**src/rtl/core_control_pkg.sv**
```systemverilog
// core_control_pkg: shared state, opcode, instruction-class and control-field encodings
// for the multi-cycle control sequencer.
package core_control_pkg;

    typedef logic [2:0] state_t;

    localparam state_t S_IDLE      = 3'd0;
    localparam state_t S_FETCH     = 3'd1;
    localparam state_t S_DECODE    = 3'd2;
    localparam state_t S_EXECUTE   = 3'd3;
    localparam state_t S_MEMORY    = 3'd4;
    localparam state_t S_WRITEBACK = 3'd5;
    localparam state_t S_HALTED    = 3'd6;

    localparam logic [6:0] OPC_LUI    = 7'h37;
    localparam logic [6:0] OPC_AUIPC  = 7'h17;
    localparam logic [6:0] OPC_JAL    = 7'h6F;
    localparam logic [6:0] OPC_JALR   = 7'h67;
    localparam logic [6:0] OPC_BRANCH = 7'h63;
    localparam logic [6:0] OPC_LOAD   = 7'h03;
    localparam logic [6:0] OPC_STORE  = 7'h23;
    localparam logic [6:0] OPC_OPIMM  = 7'h13;
    localparam logic [6:0] OPC_OP     = 7'h33;
    localparam logic [6:0] OPC_FENCE  = 7'h0F;
    localparam logic [6:0] OPC_SYSTEM = 7'h73;

    // CLS_NONE doubles as the reset value and the "unknown opcode" marker.
    typedef enum logic [3:0] {
        CLS_NONE, CLS_LUI, CLS_AUIPC, CLS_JAL, CLS_JALR, CLS_BRANCH,
        CLS_LOAD, CLS_STORE, CLS_OPIMM, CLS_OP, CLS_FENCE, CLS_SYSTEM
    } class_t;

    localparam logic [1:0] RD_ALU  = 2'd0;
    localparam logic [1:0] RD_LOAD = 2'd1;
    localparam logic [1:0] RD_PC4  = 2'd2;
    localparam logic [1:0] RD_IMMU = 2'd3;

    localparam logic [2:0] IMM_I = 3'd0;
    localparam logic [2:0] IMM_S = 3'd1;
    localparam logic [2:0] IMM_B = 3'd2;
    localparam logic [2:0] IMM_U = 3'd3;
    localparam logic [2:0] IMM_J = 3'd4;

    localparam logic [1:0] PC_PLUS4 = 2'd0;
    localparam logic [1:0] PC_IMM   = 2'd1;
    localparam logic [1:0] PC_RS1   = 2'd2;

    localparam logic [1:0] HALT_NONE    = 2'd0;
    localparam logic [1:0] HALT_SYSTEM  = 2'd1;
    localparam logic [1:0] HALT_ILLEGAL = 2'd2;
    localparam logic [1:0] HALT_TIMEOUT = 2'd3;

    function automatic class_t classify(input logic [6:0] opc);
        case (opc)
            OPC_LUI:    return CLS_LUI;
            OPC_AUIPC:  return CLS_AUIPC;
            OPC_JAL:    return CLS_JAL;
            OPC_JALR:   return CLS_JALR;
            OPC_BRANCH: return CLS_BRANCH;
            OPC_LOAD:   return CLS_LOAD;
            OPC_STORE:  return CLS_STORE;
            OPC_OPIMM:  return CLS_OPIMM;
            OPC_OP:     return CLS_OP;
            OPC_FENCE:  return CLS_FENCE;
            OPC_SYSTEM: return CLS_SYSTEM;
            default:    return CLS_NONE;
        endcase
    endfunction

    function automatic logic bad_funct3(input class_t c, input logic [2:0] f);
        return (c == CLS_LOAD && (f == 3'd3 || f >= 3'd6)) ||
               (c == CLS_STORE && f > 3'd2) ||
               (c == CLS_BRANCH && (f == 3'd2 || f == 3'd3));
    endfunction

endpackage

```
**src/rtl/access_timer.sv**
```systemverilog
// access_timer: saturating wait counter for the memory phase; expired_o rises once
// LIMIT cycles have elapsed since the last clear (LIMIT=0 never expires).
module access_timer #(
    parameter int LIMIT = 255
) (
    input  logic clock,
    input  logic nReset,
    input  logic clear_i,
    input  logic enable_i,
    output logic expired_o
);
    localparam int W = (LIMIT < 2) ? 1 : $clog2(LIMIT + 1);

    logic [W-1:0] count_q, count_d;

    assign expired_o = (LIMIT != 0) && (count_q == W'(LIMIT));

    always_comb count_d = clear_i ? '0 : (enable_i && !expired_o) ? count_q + 1'b1 : count_q;

    always_ff @(posedge clock or negedge nReset)
        if (!nReset) count_q <= '0;
        else         count_q <= count_d;

endmodule

```
**src/rtl/control_sequencer.sv**
```systemverilog
// control_sequencer: multi-cycle FETCH/DECODE/EXECUTE/MEMORY/WRITEBACK controller with
// sticky halt on system, illegal or memory-timeout conditions and a retired counter.
module control_sequencer
    import core_control_pkg::*;
#(
    parameter int MEM_TIMEOUT = 255
) (
    input  logic        clock,
    input  logic        nReset,
    input  logic [6:0]  opcode,
    input  logic [2:0]  funct3,
    output logic        instrReq,
    input  logic        instrAck,
    output logic        irLoad,
    output logic        dataReq,
    output logic        dataWrite,
    input  logic        dataAck,
    input  logic        branchTaken,
    output logic        rdWriteEnable,
    output logic [1:0]  rdSource,
    output logic [2:0]  immSelect,
    output logic        pcUpdate,
    output logic [1:0]  pcSelect,
    output logic        halted,
    output logic [1:0]  haltCause,
    output logic [31:0] retiredCount
);
    state_t      state_q, state_d;
    class_t      cls_q, cls_d, dec_cls;
    logic        taken_q, taken_d;
    logic [1:0]  cause_q, cause_d;
    logic [31:0] retired_q, retired_d;
    logic        expired, active, is_jump;

    access_timer #(.LIMIT(MEM_TIMEOUT)) u_timer (
        .clock    (clock),
        .nReset   (nReset),
        .clear_i  (state_q != S_MEMORY),
        .enable_i (state_q == S_MEMORY),
        .expired_o(expired)
    );

    assign dec_cls = classify(opcode);

    always_comb begin
        state_d   = state_q;
        cls_d     = cls_q;
        taken_d   = taken_q;
        cause_d   = cause_q;
        retired_d = retired_q;
        case (state_q)
            S_IDLE:      state_d = S_FETCH;
            S_FETCH:     state_d = instrAck ? S_DECODE : S_FETCH;
            S_DECODE: begin
                cls_d = dec_cls;
                if (dec_cls == CLS_SYSTEM) begin
                    state_d = S_HALTED;
                    cause_d = HALT_SYSTEM;
                end else if (dec_cls == CLS_NONE || bad_funct3(dec_cls, funct3)) begin
                    state_d = S_HALTED;
                    cause_d = HALT_ILLEGAL;
                end else
                    state_d = S_EXECUTE;
            end
            S_EXECUTE: begin
                taken_d = branchTaken;
                state_d = (cls_q == CLS_LOAD || cls_q == CLS_STORE) ? S_MEMORY : S_WRITEBACK;
            end
            // an acknowledge arriving on the expiry cycle still completes the access
            S_MEMORY: begin
                if (dataAck)
                    state_d = S_WRITEBACK;
                else if (expired) begin
                    state_d = S_HALTED;
                    cause_d = HALT_TIMEOUT;
                end
            end
            S_WRITEBACK: begin
                retired_d = retired_q + 32'd1;
                state_d   = S_FETCH;
            end
            default:     state_d = state_q;
        endcase
    end

    always_ff @(posedge clock or negedge nReset) begin
        if (!nReset) begin
            state_q   <= S_IDLE;
            cls_q     <= CLS_NONE;
            taken_q   <= 1'b0;
            cause_q   <= HALT_NONE;
            retired_q <= '0;
        end else begin
            state_q   <= state_d;
            cls_q     <= cls_d;
            taken_q   <= taken_d;
            cause_q   <= cause_d;
            retired_q <= retired_d;
        end
    end

    assign active        = state_q == S_EXECUTE || state_q == S_MEMORY || state_q == S_WRITEBACK;
    assign is_jump       = cls_q == CLS_JAL || cls_q == CLS_JALR;
    assign instrReq      = state_q == S_FETCH;
    assign irLoad        = instrReq && instrAck;
    assign dataReq       = state_q == S_MEMORY;
    assign dataWrite     = dataReq && cls_q == CLS_STORE;
    assign pcUpdate      = state_q == S_WRITEBACK;
    assign rdWriteEnable = pcUpdate && (is_jump || cls_q == CLS_LUI || cls_q == CLS_AUIPC ||
                           cls_q == CLS_LOAD || cls_q == CLS_OPIMM || cls_q == CLS_OP);
    assign rdSource      = !active ? RD_ALU : cls_q == CLS_LOAD ? RD_LOAD :
                           is_jump ? RD_PC4 : cls_q == CLS_LUI ? RD_IMMU : RD_ALU;
    assign immSelect     = !active ? IMM_I : cls_q == CLS_STORE ? IMM_S : cls_q == CLS_BRANCH ? IMM_B :
                           (cls_q == CLS_LUI || cls_q == CLS_AUIPC) ? IMM_U : cls_q == CLS_JAL ? IMM_J : IMM_I;
    assign pcSelect      = !pcUpdate ? PC_PLUS4 :
                           (cls_q == CLS_JAL || (cls_q == CLS_BRANCH && taken_q)) ? PC_IMM :
                           cls_q == CLS_JALR ? PC_RS1 : PC_PLUS4;
    assign halted        = state_q == S_HALTED;
    assign haltCause     = cause_q;
    assign retiredCount  = retired_q;

endmodule
```
**config.mk**
```make
export PLATFORM = sky130hd
export DESIGN_NAME = control_sequencer
export DESIGN_NICKNAME = d
export VERILOG_FILES = /design/src/rtl/core_control_pkg.sv /design/src/rtl/access_timer.sv /design/src/rtl/control_sequencer.sv
export SDC_FILE = /design/constraint.sdc
export NUM_CORES = 1
export LEC_CHECK = 0
export ABC_CLOCK_PERIOD_IN_PS = 1750
export CORE_MARGIN = 2
export CORE_UTILIZATION = 46
export CTS_BUF_LIST = sky130_fd_sc_hd__clkbuf_8
export DETAILED_ROUTE_END_ITERATION = 8
export PLACE_DENSITY = 0.8
export SLEW_MARGIN = 20
export SYNTH_ARGS = -nofsm -noshare
export SYNTH_HDL_FRONTEND = slang
export SYNTH_SLANG_ARGS = --single-unit
export TNS_END_PERCENT = 1
```
**constraint.sdc**
```tcl
create_clock -name clock -period 1.75 [get_ports clock]
set_input_delay 0.2625 -clock clock [delete_from_list [all_inputs] [get_ports clock]]
set_output_delay 0.2625 -clock clock [all_outputs]
set_load 0.03 [all_outputs]
```
After elaboration in Yosys (flattened, before gate mapping)
Cells that the tools add are included.
- register bits after elaboration: 50
- input port bits: 15
- multiplexer cells: 27
- add/subtract/negate cells: 2
- equal/unequal tests: 38
- reductions and logical operators: 33
- magnitude comparators: 2
- operators with widths (cell ; count):
    $pmux 4 s11 ; 1
    $add 32x1->32 const B ; 1
    $eq 4x3->1 const B ; 7
    $eq 7x7->1 const B ; 4
    $mux 3 ; 9
    $mux 2 ; 12
    $eq 7x6->1 const B ; 3
    $logic_or 1x1->1 ; 16
    $mux 8 ; 2
    $pmux 3 s5 ; 1
    $eq 7x5->1 const B ; 2
    $eq 3x2->1 const B ; 4
    $eq 4x4->1 const B ; 3
    $eq 3x3->1 const B ; 3
    $add 8x1->8 const B ; 1
    $eq 4x2->1 const B ; 2
    $eq 8x8->1 const B ; 1
    $logic_and 1x1->1 ; 8
    $eq 7x2->1 const B ; 1
    $eq 7x4->1 const B ; 1
    $ne 3x3->1 const B ; 2
    $reduce_bool 5->1 ; 1
    $eq 4x1->1 const B ; 1
    $logic_not 4->1 ; 1
    other kinds (14) ; 15

Longest topological paths before layout
- depth in word-level cells: 10
- mapped depth: 8
- depth with buffers taken out: 7

Hierarchy
Synthesis repeated with hierarchy kept, for this count alone.
- cells, all modules: 296
- area, all modules: 2840.2 um2
- by module, submodules not included (module ; area each (um2) ; seq. area each (um2) ; times used ; cells each):
    control_sequencer ; 2367.3 ; 1051.0 ; 1 ; 250
    access_timer ; 473.0 ; 200.2 ; 1 ; 46

Least setup slack after synthesis
OpenSTA, ideal clock, no wires.
- path kind: reg2out
- start point: reg state_q[1]
- end point: out pcSelect[0]
- slack: -339 ps
- stages on the path, launching flop included: 6
- data required time: 1487 ps
- data arrival time: 1826 ps
- cells stage by stage: dfrtp_1 clkbuf_1 nand2b_1 or2_2 clkbuf_1 nor3_1
- longest elaborated chain between the ends: 2
- RTL lines (item ; line ; source):
    start, declared ; control_sequencer.sv:28 ; state_t state_q, state_d;
    start signal, assigned ; control_sequencer.sv:94 ; state_q <= state_d;
    $eq 3x3->1 ; control_sequencer.sv:108 ; assign pcUpdate = state_q == S_WRITEBACK;
    $mux 2 ; control_sequencer.sv:115 ; assign pcSelect = !pcUpdate ? PC_PLUS4 :
    end, declared ; control_sequencer.sv:23 ; output logic [1:0] pcSelect,
No other way between the ends.

Worst setup path after layout
- start point: reg state_q[0]
- end point: out rdWriteEnable
- longest elaborated chain between the ends: 2
- RTL lines (item ; line ; source):
    $eq 3x3->1 ; control_sequencer.sv:108 ;
    $logic_and 1x1->1 ; control_sequencer.sv:109 ; assign rdWriteEnable = pcUpdate && (is_jump || cls_q == CLS_LUI || cls_q == CLS_AUIPC ||
    end, declared ; control_sequencer.sv:19 ; output logic rdWriteEnable,
No other way between the ends.

==> impl_metrics.json <==
{
  "slew_violations": 0,
  "r2r_setup_slack_ns": 0.05,
  "syn_avg_cell_area_um2": 9.72,
  "place_area_um2": 3630,
  "finalSetupTns_ns": -0.598,
  "drtIter0Drc": 78,
  "synth_area_um2": 2640,
  "overflow": 0,
  "p_per_area_nw_per_um2": 1120,
  "io_pins": 63,
  "ctsHtreeMaxLevel": 2,
  "cts_tree": "yes",
  "drt_first_pass_iters": 5,
  "row_count": 27,
  "grt_pass1_wl_um": 10300,
  "cts_buffers": 5,
  "area_growth_pct": 48.7,
  "cts.reportedPaths.clkPinSlew_ns": 0.11,
  "gp_congestion": 0.884,
  "irDropWorstVdd_v": 0.000716,
  "root_buffer": "clkbuf_8",
  "nNetsFinal": 395,
  "initial_core_util_pct": 47.7,
  "status": "complete, but fails checks",
  "syn_inst": 272,
  "slew_headroom_pct": 68.1,
  "period_minus_slack_ns": 1.86,
  "fin_skew_ns": 0.0121,
  "drc_errors": 0,
  "final_common_cell": "buf_4",
  "io_buffers": 62,
  "first_global_vias": 2279,
  "ys_seq_area_share_pct": 47.3,
  "wl_per_cell_um": 13.7,
  "finalNonFillerCells": 451,
  "final.setup.worst_slack_ns": -0.110,
  "cts_buffer_depth": 2,
  "n_fill_cell": 390,
  "timing.fmax_mhz": 537,
  "async_flop_share_pct": 100,
  "core_area_um2": 5540,
  "hold_viol": 0,
  "dp_hpwl_um": 4590,
  "critPathArrivalTime_ns": 1.60,
  "die_area_um2": 6370,
  "clock_latency_ns": 0.31,
  "hold_path_class": "in2async",
  "finalPower_uw": 4380,
  "diodes": 0,
  "vias": 2372,
  "ant_nets": 0,
  "cap_violations": 0,
  "synth_cell_types": 46,
  "fin_crit_sh_pct": 106,
  "rsz0062_at_grt": "yes",
  "place_inst": 435,
  "synth_edf_count": 0,
  "cp.required_ns": 1.49,
  "synth_warnings": 0,
  "holdWs_ns": 0.427,
  "critPathKind": "reg2out",
  "fp.dieW_um": 79.8,
  "layout_common_cells": "47 x buf_4, 40 x dfrtp_1, 31 x clkdlybuf4s50_1, 29 x nand2_1, 25 x xnor2_1",
  "critPathLaunchType": "register",
  "cts_sinks": 50,
  "ys_ff_latch": 50,
  "worst_pin_slew_ns": 0.479,
  "setup_violations": 10,
  "die_y_um": 79.8,
  "wl_um": 6170,
  "cp-end-kind": "primary output",
  "synth_fp_nets": 289,
  "crit_fanout": 9,
  "violations": "setup timing",
  "post_drt_via_cell_ratio": 5.26,
  "p_leak_uw": 0.00196,
  "final_layout_size_suffix_gt1_share_pct": 30.3,
  "grt_usage_pct": 20.4,
  "grt_max_degree": 22,
  "stdcell_area_um2": 3930,
  "antenna_found_initial": 0,
  "ys.flop_type": "dfrtp_1"
}
critical path: stages, from the launching register on:
cell	delay, ns
dfrtp_1	0.39
buf_6	0.16
clkinvlp_4	0.11
or2_4	0.29
inv_2	0.07
and3_4	0.17
buf_6	0.12
timing repair:
item	in CTS	in global routing
hold endpoints to repair	18	0
gates cloned	0	0
setup buffers	5	2
setup endpoints to repair	21	38
hold buffers	1	0
gates resized for setup	27	30
pin swaps	14	4
per-stage QoR:
step	utilization, %	setup slack, ns
2_1_floorplan	-	-0.128
3_3_place_gp	65.6	-0.500
3_5_place_dp	65.6	-0.537
4_1_cts	69.4	-0.109
5_1_grt	71.0	-0.167
6_report	71.0	-0.110
routing by layer:
| metal | vias to the layer above | global-route usage (%) | wire length, um |
|---|---|---|---|
| met5 | - | 0 | 0 |
| met4 | 0 | 6.27 | 95 |
| met3 | 11 | 3.28 | 265 |
| met2 | 62 | 35.9 | 3100 |
| met1 | 1135 | 25.7 | 2710 |
| li1 | 1164 | - | - |
layout make-up:
cell class	instances	area [um2]	area share (%)
repair buffers	109	1030	26.1
multi-input cells	207	1430	36.4
clock buffers	5	68.8	1.75
clock inverters	3	28.8	0.732
flip-flops and latches	50	1260	32.1
well taps	72	90.1	2.29
inverters	5	22.5	0.573
worst paths after layout:
path | start | endpoint | cells past startpoint
setup reg to reg | state_q[1]$_DFFE_PN0P_ | state_q[0]$_DFFE_PN0P_ | 8
max in group asynchronous | nReset | cls_q[0]$_DFFE_PN0P_ | 3
setup / recovery | state_q[0]$_DFFE_PN0P_ | rdWriteEnable | 6
min in group clock | opcode[6] | haltCause[0]$_DFFE_PN0P_ | 4
hold reg to reg | retiredCount[31]$_DFFE_PN0P_ | retiredCount[31]$_DFFE_PN0P_ | 1
hold / removal | nReset | retiredCount[14]$_DFFE_PN0P_ | 2
logic make-up after synthesis:
| group | after synthesis | synth area share (%) |
|---|---|---|
| AOI/OAI and AO/OA | 36 | 8.61 |
| buffers and inverters | 15 | 2.32 |
| DFF | 50 | 47.3 |
| xor gates and xnor gates | 36 | 11.9 |
| and+or+nand+nor | 128 | 26.9 |
| muxes | 5 | 1.99 |
| adders and majority gates | 2 | 0.946 |
cells in the mapped netlist, drive strengths merged (2+ instances only):
library cell / number / share of area (%)
nand4: 7 / 1.7
nand3b: 3 / 0.85
and3: 12 / 3.0
a21oi: 12 / 2.3
mux2: 2 / 0.85
and2: 3 / 0.71
mux2i: 3 / 1.1
nand2: 29 / 4.1
o21ai: 11 / 2.1
nand2b: 8 / 1.9
nor2: 22 / 3.2
nand3: 13 / 2.5
xnor2: 25 / 8.3
and4: 6 / 2.0
inv: 5 / 0.71
buf: 2 / 0.47
nor2b: 2 / 0.47
ha: 2 / 0.95
a31oi: 2 / 0.47
clkbuf: 8 / 1.1
dfrtp: 50 / 47
nor4: 2 / 0.47
xor2: 11 / 3.6
nor3: 11 / 2.1
or2b: 2 / 0.57
o21bai: 2 / 0.57
registers in the layout (all words and copies together), names as in the netlist:
name / flops
state_q: 3
haltCause: 2
cls_q: 4
retiredCount: 32
u_timer.count_q: 8
taken_q: 1
where the power goes:
group	switching (uW)	internal, uW	leakage (uW)
clock	416	297	0.0000502
sequential	196	1340	0.000657
combinational	1100	1030	0.00125
total	1710	2680	0.00196
Note: power is estimated with default switching activity, not from simulation.
